==> src/rtl/vlan_table_ctrl_pkg.sv <==
// vlan_table_ctrl_pkg: shared types and constants for the RX VLAN table controller
package vlan_table_ctrl_pkg;
  localparam int MAX_VLAN_NETS = 16;
  localparam int VLAN_ADDR_W = $clog2(MAX_VLAN_NETS);
  localparam logic [11:0] VLAN_EMPTY_VID = 12'hFFF;
  typedef enum logic [1:0] {
    VLAN_ADD   = 2'd0,
    VLAN_DEL   = 2'd1,
    VLAN_CLEAR = 2'd2,
    VLAN_RSVD  = 2'd3
  } vlan_cmd_op_t;
  typedef enum logic [2:0] {
    RSP_OK       = 3'd0,
    RSP_DUP      = 3'd1,
    RSP_FULL     = 3'd2,
    RSP_NOTFOUND = 3'd3,
    RSP_BADVID   = 3'd4,
    RSP_BADCMD   = 3'd5
  } vlan_rsp_t;
  typedef enum logic [2:0] {
    ST_INIT, ST_IDLE, ST_SCAN, ST_CLR, ST_WRITE, ST_RESP
  } vlan_state_t;
  typedef struct packed {
    logic                   wr_val;
    logic [VLAN_ADDR_W-1:0] addr;
    logic [11:0]            vid;
  } vlan_setup_t;
endpackage

==> src/rtl/vlan_table_ctrl.sv <==
// vlan_table_ctrl: ADD/DEL/CLEAR command engine with a flop shadow of the filter VLAN RAM
module vlan_table_ctrl
  import vlan_table_ctrl_pkg::*;
#(
  parameter int          pNETS      = MAX_VLAN_NETS,
  parameter logic [11:0] pEMPTY_VID = VLAN_EMPTY_VID
) (
  input  logic                       clk,
  input  logic                       main_rst,
  input  logic                       cmd_valid,
  output logic                       cmd_ready,
  input  vlan_cmd_op_t               cmd_op,
  input  logic [11:0]                cmd_vid,
  output logic                       rsp_valid,
  output vlan_rsp_t                  rsp_status,
  output logic [$clog2(pNETS)-1:0]   rsp_index,
  output logic [$clog2(pNETS+1)-1:0] entry_cnt,
  output vlan_setup_t                vlan_setup
);
  localparam int IW = $clog2(pNETS);
  localparam int CW = $clog2(pNETS+1);
  localparam logic [IW-1:0] LAST = IW'(pNETS-1);
  vlan_state_t state_q, state_d;
  vlan_cmd_op_t op_q, op_d;
  logic [IW-1:0] idx_q, idx_d, tgt_q, tgt_d, rsp_index_q, rsp_index_d;
  logic [11:0] vid_q, vid_d;
  logic dup_q, dup_d, found_q, found_d, rsp_valid_q, rsp_valid_d, hit;
  logic [11:0] shadow_q [pNETS];
  logic [11:0] shadow_d [pNETS];
  logic [pNETS-1:0] valid_q, valid_d;
  logic [CW-1:0] cnt_q, cnt_d;
  vlan_rsp_t rsp_status_q, rsp_status_d;
  vlan_setup_t setup_q, setup_d;
  always_comb begin
    state_d = state_q;
    op_d = op_q;
    idx_d = idx_q;
    tgt_d = tgt_q;
    vid_d = vid_q;
    dup_d = dup_q;
    found_d = found_q;
    shadow_d = shadow_q;
    valid_d = valid_q;
    cnt_d = cnt_q;
    rsp_valid_d = 1'b0;
    rsp_status_d = RSP_OK;
    rsp_index_d = '0;
    setup_d = '0;
    hit = valid_q[idx_q] && shadow_q[idx_q] == vid_q;
    case (state_q)
      ST_INIT:
        // leave only once the last sweep write is visible on the port
        if (setup_q.wr_val && setup_q.addr == VLAN_ADDR_W'(LAST)) state_d = ST_IDLE;
        else begin
          setup_d = '{wr_val: 1'b1, addr: VLAN_ADDR_W'(idx_q), vid: pEMPTY_VID};
          idx_d = idx_q == LAST ? '0 : idx_q + IW'(1);
        end
      ST_IDLE:
        if (cmd_valid) begin
          vid_d = cmd_vid;
          op_d = cmd_op;
          idx_d = '0;
          tgt_d = '0;
          dup_d = 1'b0;
          found_d = 1'b0;
          if (cmd_op == VLAN_CLEAR) begin
            state_d = ST_CLR;
            setup_d = '{wr_val: 1'b1, addr: '0, vid: pEMPTY_VID};
            idx_d = IW'(1);
          end else if (cmd_op == VLAN_RSVD || cmd_vid == pEMPTY_VID) begin
            state_d = ST_RESP;
            rsp_valid_d = 1'b1;
            rsp_status_d = cmd_op == VLAN_RSVD ? RSP_BADCMD : RSP_BADVID;
          end else state_d = ST_SCAN;
        end
      ST_SCAN: begin
        if (op_q == VLAN_ADD) begin
          dup_d = dup_q | hit;
          if (!valid_q[idx_q] && !found_q) begin
            found_d = 1'b1;
            tgt_d = idx_q;
          end
        end else if (hit && !found_q) begin
          found_d = 1'b1;
          tgt_d = idx_q;
        end
        idx_d = idx_q == LAST ? '0 : idx_q + IW'(1);
        if (idx_q == LAST) begin
          if (dup_d || !found_d) begin
            state_d = ST_RESP;
            rsp_valid_d = 1'b1;
            rsp_status_d = dup_d ? RSP_DUP : op_q == VLAN_ADD ? RSP_FULL : RSP_NOTFOUND;
          end else begin
            state_d = ST_WRITE;
            setup_d = '{wr_val: 1'b1, addr: VLAN_ADDR_W'(tgt_d),
                        vid: op_q == VLAN_ADD ? vid_q : pEMPTY_VID};
          end
        end
      end
      ST_CLR: begin
        setup_d = '{wr_val: 1'b1, addr: VLAN_ADDR_W'(idx_q), vid: pEMPTY_VID};
        idx_d = idx_q == LAST ? '0 : idx_q + IW'(1);
        if (idx_q == LAST) state_d = ST_WRITE;
      end
      ST_WRITE: begin
        state_d = ST_RESP;
        rsp_valid_d = 1'b1;
        rsp_index_d = op_q == VLAN_CLEAR ? '0 : tgt_q;
        cnt_d = op_q == VLAN_CLEAR ? '0 :
                op_q == VLAN_ADD ? (cnt_q == CW'(pNETS) ? cnt_q : cnt_q + CW'(1)) :
                (cnt_q == '0 ? cnt_q : cnt_q - CW'(1));
      end
      ST_RESP: state_d = ST_IDLE;
      default: state_d = ST_INIT;
    endcase
    // the shadow tracks every RAM write, so a slot is valid iff it holds a real VID
    if (setup_d.wr_val) begin
      shadow_d[setup_d.addr] = setup_d.vid;
      valid_d[setup_d.addr] = setup_d.vid != pEMPTY_VID;
    end
  end
  always_ff @(posedge clk or posedge main_rst) begin
    if (main_rst) begin
      state_q <= ST_INIT;
      op_q <= VLAN_ADD;
      idx_q <= '0;
      tgt_q <= '0;
      vid_q <= '0;
      dup_q <= 1'b0;
      found_q <= 1'b0;
      shadow_q <= '{default: pEMPTY_VID};
      valid_q <= '0;
      cnt_q <= '0;
      rsp_valid_q <= 1'b0;
      rsp_status_q <= RSP_OK;
      rsp_index_q <= '0;
      setup_q <= '0;
    end else begin
      state_q <= state_d;
      op_q <= op_d;
      idx_q <= idx_d;
      tgt_q <= tgt_d;
      vid_q <= vid_d;
      dup_q <= dup_d;
      found_q <= found_d;
      shadow_q <= shadow_d;
      valid_q <= valid_d;
      cnt_q <= cnt_d;
      rsp_valid_q <= rsp_valid_d;
      rsp_status_q <= rsp_status_d;
      rsp_index_q <= rsp_index_d;
      setup_q <= setup_d;
    end
  end
  always_ff @(posedge clk) begin
    if (!main_rst && state_q == ST_WRITE && op_q != VLAN_CLEAR)
      assert (!(op_q == VLAN_ADD && cnt_q == CW'(pNETS)) && !(op_q == VLAN_DEL && cnt_q == '0))
        else $error("vlan_table_ctrl: entry_cnt saturated on update");
  end
  assign cmd_ready = state_q == ST_IDLE;
  assign rsp_valid = rsp_valid_q;
  assign rsp_status = rsp_status_q;
  assign rsp_index = rsp_index_q;
  assign entry_cnt = cnt_q;
  assign vlan_setup = setup_q;
endmodule
==> config.mk <==
export PLATFORM = sky130hd
export DESIGN_NAME = vlan_table_ctrl
export DESIGN_NICKNAME = d
export VERILOG_FILES = /design/src/rtl/vlan_table_ctrl_pkg.sv /design/src/rtl/vlan_table_ctrl.sv
export SDC_FILE = /design/constraint.sdc
export NUM_CORES = 1
export LEC_CHECK = 0
export CORE_UTILIZATION = 54
export DETAILED_ROUTE_END_ITERATION = 16
export PLACE_DENSITY = 0.77
export SLEW_MARGIN = 40
export SYNTH_ARGS = -nofsm -noshare
export SYNTH_HDL_FRONTEND = slang
export SYNTH_SLANG_ARGS = --single-unit
==> constraint.sdc <==
create_clock -name clk -period 17.3 [get_ports clk]
set_clock_uncertainty 0.15 [all_clocks]
set_input_delay 3.46 -clock clk [delete_from_list [all_inputs] [get_ports clk]]
set_output_delay 3.46 -clock clk [all_outputs]
set_load 0.01 [all_outputs]
==> out/qor.txt, run 1 <==
Status -> finished, final reports clean
First drt pass iteration count -> 5
Mux contribution to synthesized area -> 0.289
Startpoint types -> input pin
Critical Path RT -> 17.58 ns
Fin Setup TNS -> 0 ns
Area share of the largest cell type after synthesis -> 0.385
Area added between synthesis and finish -> 13.0%
I/O Buffers -> 47
Fraction of layout cells with a size suffix above 1 -> 0.532
First-pass GRT wire length -> 50,400 um
CTS Hold Bufs -> 0
R2R cell count -> 13
Warning count from the yosys run -> 0
Fmax -> 0.171 GHz
Crit-path cells -> clkdlybuf4s50_1, nor2b_1, a31oi_1, buf_4, o21ai_0, nand4_1, mux2_2
Min Tclk post-route -> 5.83 ns
Number of diodes -> 0
Vias in the first global route -> 8,498
Post-Layout Inst Area -> 14,800 um2
Worst Hold Class -> reg -> reg
Synth area leaders -> dfstp_2, mux2_2, dfrtp_1
Congestion Overflow GR -> 0
Pwr Density -> 202 nW/um2
Final Slew Violations -> 0
Die ar. -> 24,900 um2
Setup Buffers After CTS -> 0
Final Util -> 0.626
Max cap viols -> 0
Slew @ Worst Pin -> 0.831 ns
Post-Synth XOR/XNOR Area -> 0.0100
Register area share after synthesis -> 0.524
Chip width -> 158 um
Syn Area/Cell -> 13.9 um2
Rel. slew slack -> 0.446
Final setup vio count -> 0
Latest clock arrival within the worst-skew pair -> 0.55 ns
Clk sinks -> 265
CTS tree -> yes
Root buffer cell -> clkbuf_16
Hold Path Cell Cnt -> 1
GRT Util Overall -> 0.271
Cells after synthesis -> 945
Die height -> 158 um
CP max FO -> 16
Critical path type -> in -> reg
H-tree level count -> 1
Netlist cell types -> 75
Worst-path clk slew -> 0.06 ns
Vias post-DR -> 8,246
Core footprint -> 23,700 um2
Crit-path leading delay family -> simple AND/OR/NAND/NOR gates
Drt drc -> 0
1st-iter DRT viols -> 837
Nets -> 1,000
Post-cts gate resize count -> 0
Clock Path Buffers -> 3
Simple-gate share of the synthesized area -> 0.0615
DP Area -> 13,900 um2
Worst Setup SP -> cmd_op[1]
Post-synth top area cell -> dfstp_2
Largest family of logic cells by synthesized area -> multiplexers
Hold Worst Slack -> 0.332 ns
Async SR Flop Fraction -> 1.00
Final hold violation count -> 0
Syn Std Cell Area -> 13,100 um2
ANT nets after route -> 0
Worst path slowest cell -> nand4_1
Worst VDD drop -> 0.104 mV
LEAKAGE -> 6.09 nW
Origin of the critical flop-to-flop path -> idx_q[0]
Stages on worst setup path -> 7
CTS Buf Count -> 28
Final WL -> 31,900 um
Largest net degree at the start of global routing -> 143
Fraction of the mapped netlist area in adder cells -> 0.00534
Syn Nets -> 967
Mean routed wirelength per cell -> 24.2 um
Initial antenna violation count -> 0
Hold Crit Start -> valid_q[10]
I/O pin cnt -> 48
Starting Density -> 0.554
RSZ-0062 raised after global routing -> false
Number of synthesized flops with an enable pin -> 0
Crit path DAT -> 6.11 ns
Synth Area in Compound Gates -> 0.0734
Core Rows -> 56
Drt via density -> 6.25
Fin crit share -> 0.337
Worst path bufs/invs -> 2
Slowest cell delay on critical path -> 0.70 ns
Ys flop type -> dfstp_2
GPL Wtd Cong -> 0.918
Dpl hpwl -> 20,300 um
Crit end category -> register
Synthesized flop and latch total -> 265
## cell usage in the layout (no fill, tap or decap), drive strengths merged, types with 7 or more instances in the layout
cell type / count
dfrtp: 73
mux4: 31
mux2i: 52
mux2: 222
inv: 17
a21oi: 17
o21ai: 15
dfstp: 192
o31ai: 14
buf: 24
nand3: 15
xnor2: 13
or2: 11
nor2: 39
a22oi: 14
nor4: 7
a221oi: 7
and2: 7
nand2: 29
clkbuf: 46
nand4: 15
clkdlybuf4s50: 47
and3: 8
## metal layers
layer	wire [um]	part of all wire	GRT usage	vias to the layer above
met3	1970	0.062	0.0394	63
met5	0	0	0	-
li1	-	-	-	3567
met2	14900	0.47	0.434	307
met1	13900	0.44	0.380	4309
met4	1070	0.033	0.0892	0
## synth_stat cells (all sizes together), types with 2 or more instances
library cell and instances:
a221oi 7, o21a 3, or3 2, nor2 39, mux2 222, mux2i 52
and2 7, inv 16, nand4 15, clkbuf 25, buf 43, and3 8
a32o 2, a21oi 17, o31ai 14, nand2b 2, nor3 6, and4 3
a2111o 2, or2 11, clkinv 2, a21o 5, nand3 15, nor2b 6
a221o 3, dfstp 192, o21ai 15, a22oi 14, a22o 6, nor4 7
dfrtp 73, a2111oi 3, xnor2 13, mux4 31, a211oi 6, ha 4
a31oi 4, xor2 2, nand2 29, a211o 2
## stage by stage
| stage | setup WS (ns) | cells | power, mW |
|---|---|---|---|
| final | 11.47 | 1319 | 2.99 |
| after global routing | 11.31 | 1319 | 3.15 |
| after CTS | 11.47 | 1317 | 2.99 |
| after detailed placement | 10.90 | 1265 | 2.37 |
| after global placement | 10.77 | 1263 | 2.32 |
| after floorplan | 6.71 | 945 | 2.01 |
## final timing paths
| check | endpoint | slack [ns] |
|---|---|---|
| max in group asynchronous | idx_q[0] | 11.88 |
| min reg2reg | valid_q[10] | 0.33 |
| min in group asynchronous | vlan_setup[0] | 3.33 |
| max | valid_q[0] | 11.47 |
| min | valid_q[10] | 0.33 |
| max reg2reg | shadow_q[54] | 11.75 |
## cell families (layout without fill, tap and decap cells)
group                    after synthesis  after routing
multiplexers                         305            305
flip-flops                           265            265
AND/OR/NAND/NOR                      154            154
AO/OA/AOI/OAI                        115            115
buffers and inverters                 86            141
XOR/XNOR                              15             15
adder cells (fa/ha/maj)                5              5
## sequential cells by signal, indices dropped and copies added, names as in the netlist
signal and count:
state_q 3, entry_cnt 5, op_q 2, valid_q 16, vid_q 12, shadow_q 192
idx_q 4, found_q 1, rsp_index 4, rsp_valid 1, dup_q 1, rsp_status 3
vlan_setup 17, tgt_q 4
## final cells by class
type / count / area, um2
tap: 319 / 399
inverter: 18 / 82.6
timing repair buffer: 71 / 669
fill: 1838 / 8850
clock buffer: 46 / 880
multi-input combinational: 594 / 5860
clock inverter: 6 / 58.8
sequential: 265 / 6880
## where the power goes
group / leakage (nW) / internal [mW] / switching, mW
registers: 2.92 / 0.952 / 0.187
clock network: 0.466 / 0.360 / 0.246
logic: 2.70 / 0.594 / 0.655
total: 6.09 / 1.91 / 1.09
## worst reg2reg max path: cells and delay by family, from the launching register on
family / cells / cell delay [ns]
AOI/OAI and AO/OA: 4 / 1.06
DFF: 1 / 0.81
xor gates and xnor gates: 1 / 0.17
and+or+nand+nor: 2 / 0.85
muxes: 3 / 1.17
buffers and inverters: 3 / 1.27
No activity file was read; power rests on OpenSTA's default activity.
==> run 2: changes to the inputs <==
--- a/config.mk
+++ b/config.mk
@@ -7,7 +7,7 @@
 export LEC_CHECK = 0
 export CORE_UTILIZATION = 54
 export DETAILED_ROUTE_END_ITERATION = 16
-export PLACE_DENSITY = 0.77
+export PLACE_DENSITY = 0.8
 export SLEW_MARGIN = 40
 export SYNTH_ARGS = -nofsm -noshare
 export SYNTH_HDL_FRONTEND = slang
==> constraint.sdc (replaced) <==
create_clock -name clk -period 5.3 [get_ports clk]
set_clock_uncertainty 0.15 [all_clocks]
set_input_delay 1.06 -clock clk [delete_from_list [all_inputs] [get_ports clk]]
set_output_delay 1.06 -clock clk [all_outputs]
set_load 0.01 [all_outputs]
==> out/qor.txt, run 2 (same netlist as run 1, synthesis figures left out) <==
Starting Density -> 0.554
Worst Hold Class -> reg -> reg
Crit path DAT -> 5.26 ns
Most frequent cells in the layout -> dfstp_2, mux2_2, dfrtp_1, mux2i_1, clkdlybuf4s50_1
Core footprint -> 23,700 um2
Min Tclk post-route -> 4.95 ns
GRT Util Overall -> 0.268
Rel. slew slack -> 0.405
First-pass GRT wire length -> 50,000 um
Pint -> 6.18 mW
Slew @ Worst Pin -> 0.892 ns
Largest register FFs -> 192
Setup Buffers After CTS -> 0
Worst VDD drop -> 0.306 mV
CTS tree -> yes
LEAKAGE -> 6.19 nW
Status -> finished, final reports clean
Clk network pwr share -> 0.192
Flop pwr share -> 0.386
GPL Wtd Cong -> 0.966
1st-iter DRT viols -> 621
Area added between synthesis and finish -> 13.8%
Clk sinks -> 265
Fin crit share -> 0.934
Final Slew Violations -> 0
Core Rows -> 56
Worst-path clk slew -> 0.06 ns
Final WL -> 31,600 um
Die height -> 158 um
I/O pin cnt -> 48
Fmax -> 0.202 GHz
Number of diodes -> 0
Post-cts gate resize count -> 0
Biggest register -> shadow_q
Switching share of total power -> 0.366
Fin Setup TNS -> 0 ns
Pwr Density -> 653 nW/um2
Slowest cell delay on critical path -> 0.93 ns
Critical path type -> reg -> reg
Fraction of layout cells with a size suffix above 1 -> 0.532
Die ar. -> 24,900 um2
Drt via density -> 6.26
Clock Path Buffers -> 3
Critical Path RT -> 5.61 ns
Logic pwr share -> 0.421
Net Sw Power -> 3.56 mW
Mean routed wirelength per cell -> 23.6 um
Crit end category -> register
CTS Buf Count -> 28
Startpoint types -> register
CP max FO -> 37
Vias in the first global route -> 8,701
ANT nets after route -> 0
Placed cell count -> 1,291
Crit-path cells -> buf_4, mux2i_1, a22oi_1, a21o_1, a211oi_1, o211ai_1, a2111oi_2, o21ai_0, o2bb2ai_1, and3_1, buf_4, mux2_2
Final setup vio count -> 0
Final Util -> 0.630
Chip width -> 158 um
Final hold violation count -> 0
Latest clock arrival within the worst-skew pair -> 0.56 ns
Commonest non-fill, non-tap cell in the layout -> dfstp_2
Reg2reg setup slack -> 0.35 ns
Congestion Overflow GR -> 0
Dpl hpwl -> 21,400 um
Root buffer cell -> clkbuf_16
Drt drc -> 0
Worst path slowest cell -> dfrtp_4
Largest net degree at the start of global routing -> 120
RSZ-0062 raised after global routing -> false
Nets -> 1,024
H-tree level count -> 1
Crit-path most repeated cell -> buf_4
Vias post-DR -> 8,407
Finished Layout Cells -> 1,343
First drt pass iteration count -> 7
I/O Buffers -> 47
Max cap viols -> 0
CTS Hold Bufs -> 0
Initial antenna violation count -> 0
[run 2: cell count changes in the layout (fill, tap and decap cells not counted), sizes merged]
cell and change:
buf +24, clkinv +8, clkbuf -7, inv -2
clkinvlp +1
[run 2: worst paths after layout]
check,startpoint,to,depth (start not counted)
worst max-delay path,idx_q[0],shadow_q[12],12
worst min-delay path,valid_q[10],valid_q[10],1
worst max register to register,idx_q[0],shadow_q[12],12
worst min register to register,valid_q[10],valid_q[10],1
max in group asynchronous,main_rst,idx_q[1],3
min in group asynchronous,main_rst,vlan_setup[2],2
[run 2: layer usage]
metal / part of all wire / vias to the layer above / track usage / routed length (um)
li1: - / 3616 / - / -
met1: 0.43 / 4387 / 0.373 / 13600
met2: 0.45 / 316 / 0.410 / 14300
met3: 0.070 / 88 / 0.0443 / 2220
met4: 0.046 / 0 / 0.130 / 1450
met5: 0 / - / 0 / 0
[run 2: critical path, delay by kind of cell (launching register included)]
family	cells	cell delay, ns
simple gates	1	0.53
mux	2	0.67
buf+inv	2	0.65
flops	1	0.93
compound gates	7	1.92
[run 2: power by group through the flow]
stage	Clock (mW)	Combinational, mW	Sequential (mW)
floorplan	0	3.10	3.46
global placement	0	3.96	3.73
detailed placement	0	4.06	3.76
CTS	1.90	4.10	3.75
global route	1.99	4.40	3.86
finish	1.88	4.11	3.77
[run 2: metrics by stage]
step	power (mW)	hold WS (ns)	area [um2]	setup slack [ns]
5_1_grt	10.3	0.372	14900	0.0471
3_3_place_gp	7.70	0.313	14000	0.534
2_1_floorplan	6.56	0.302	13100	0.749
6_report	9.75	0.339	14900	0.349
4_1_cts	9.75	0.343	14900	0.345
3_5_place_dp	7.83	0.321	14000	0.369
[run 2: final cells by class]
class / count / area (um2)
fill: 1788 / 8760
sequential: 265 / 6880
multi-input combinational: 594 / 5790
timing repair buffer: 95 / 906
clock buffer: 39 / 782
tap: 319 / 399
clock inverter: 13 / 98.8
inverter: 18 / 73.8
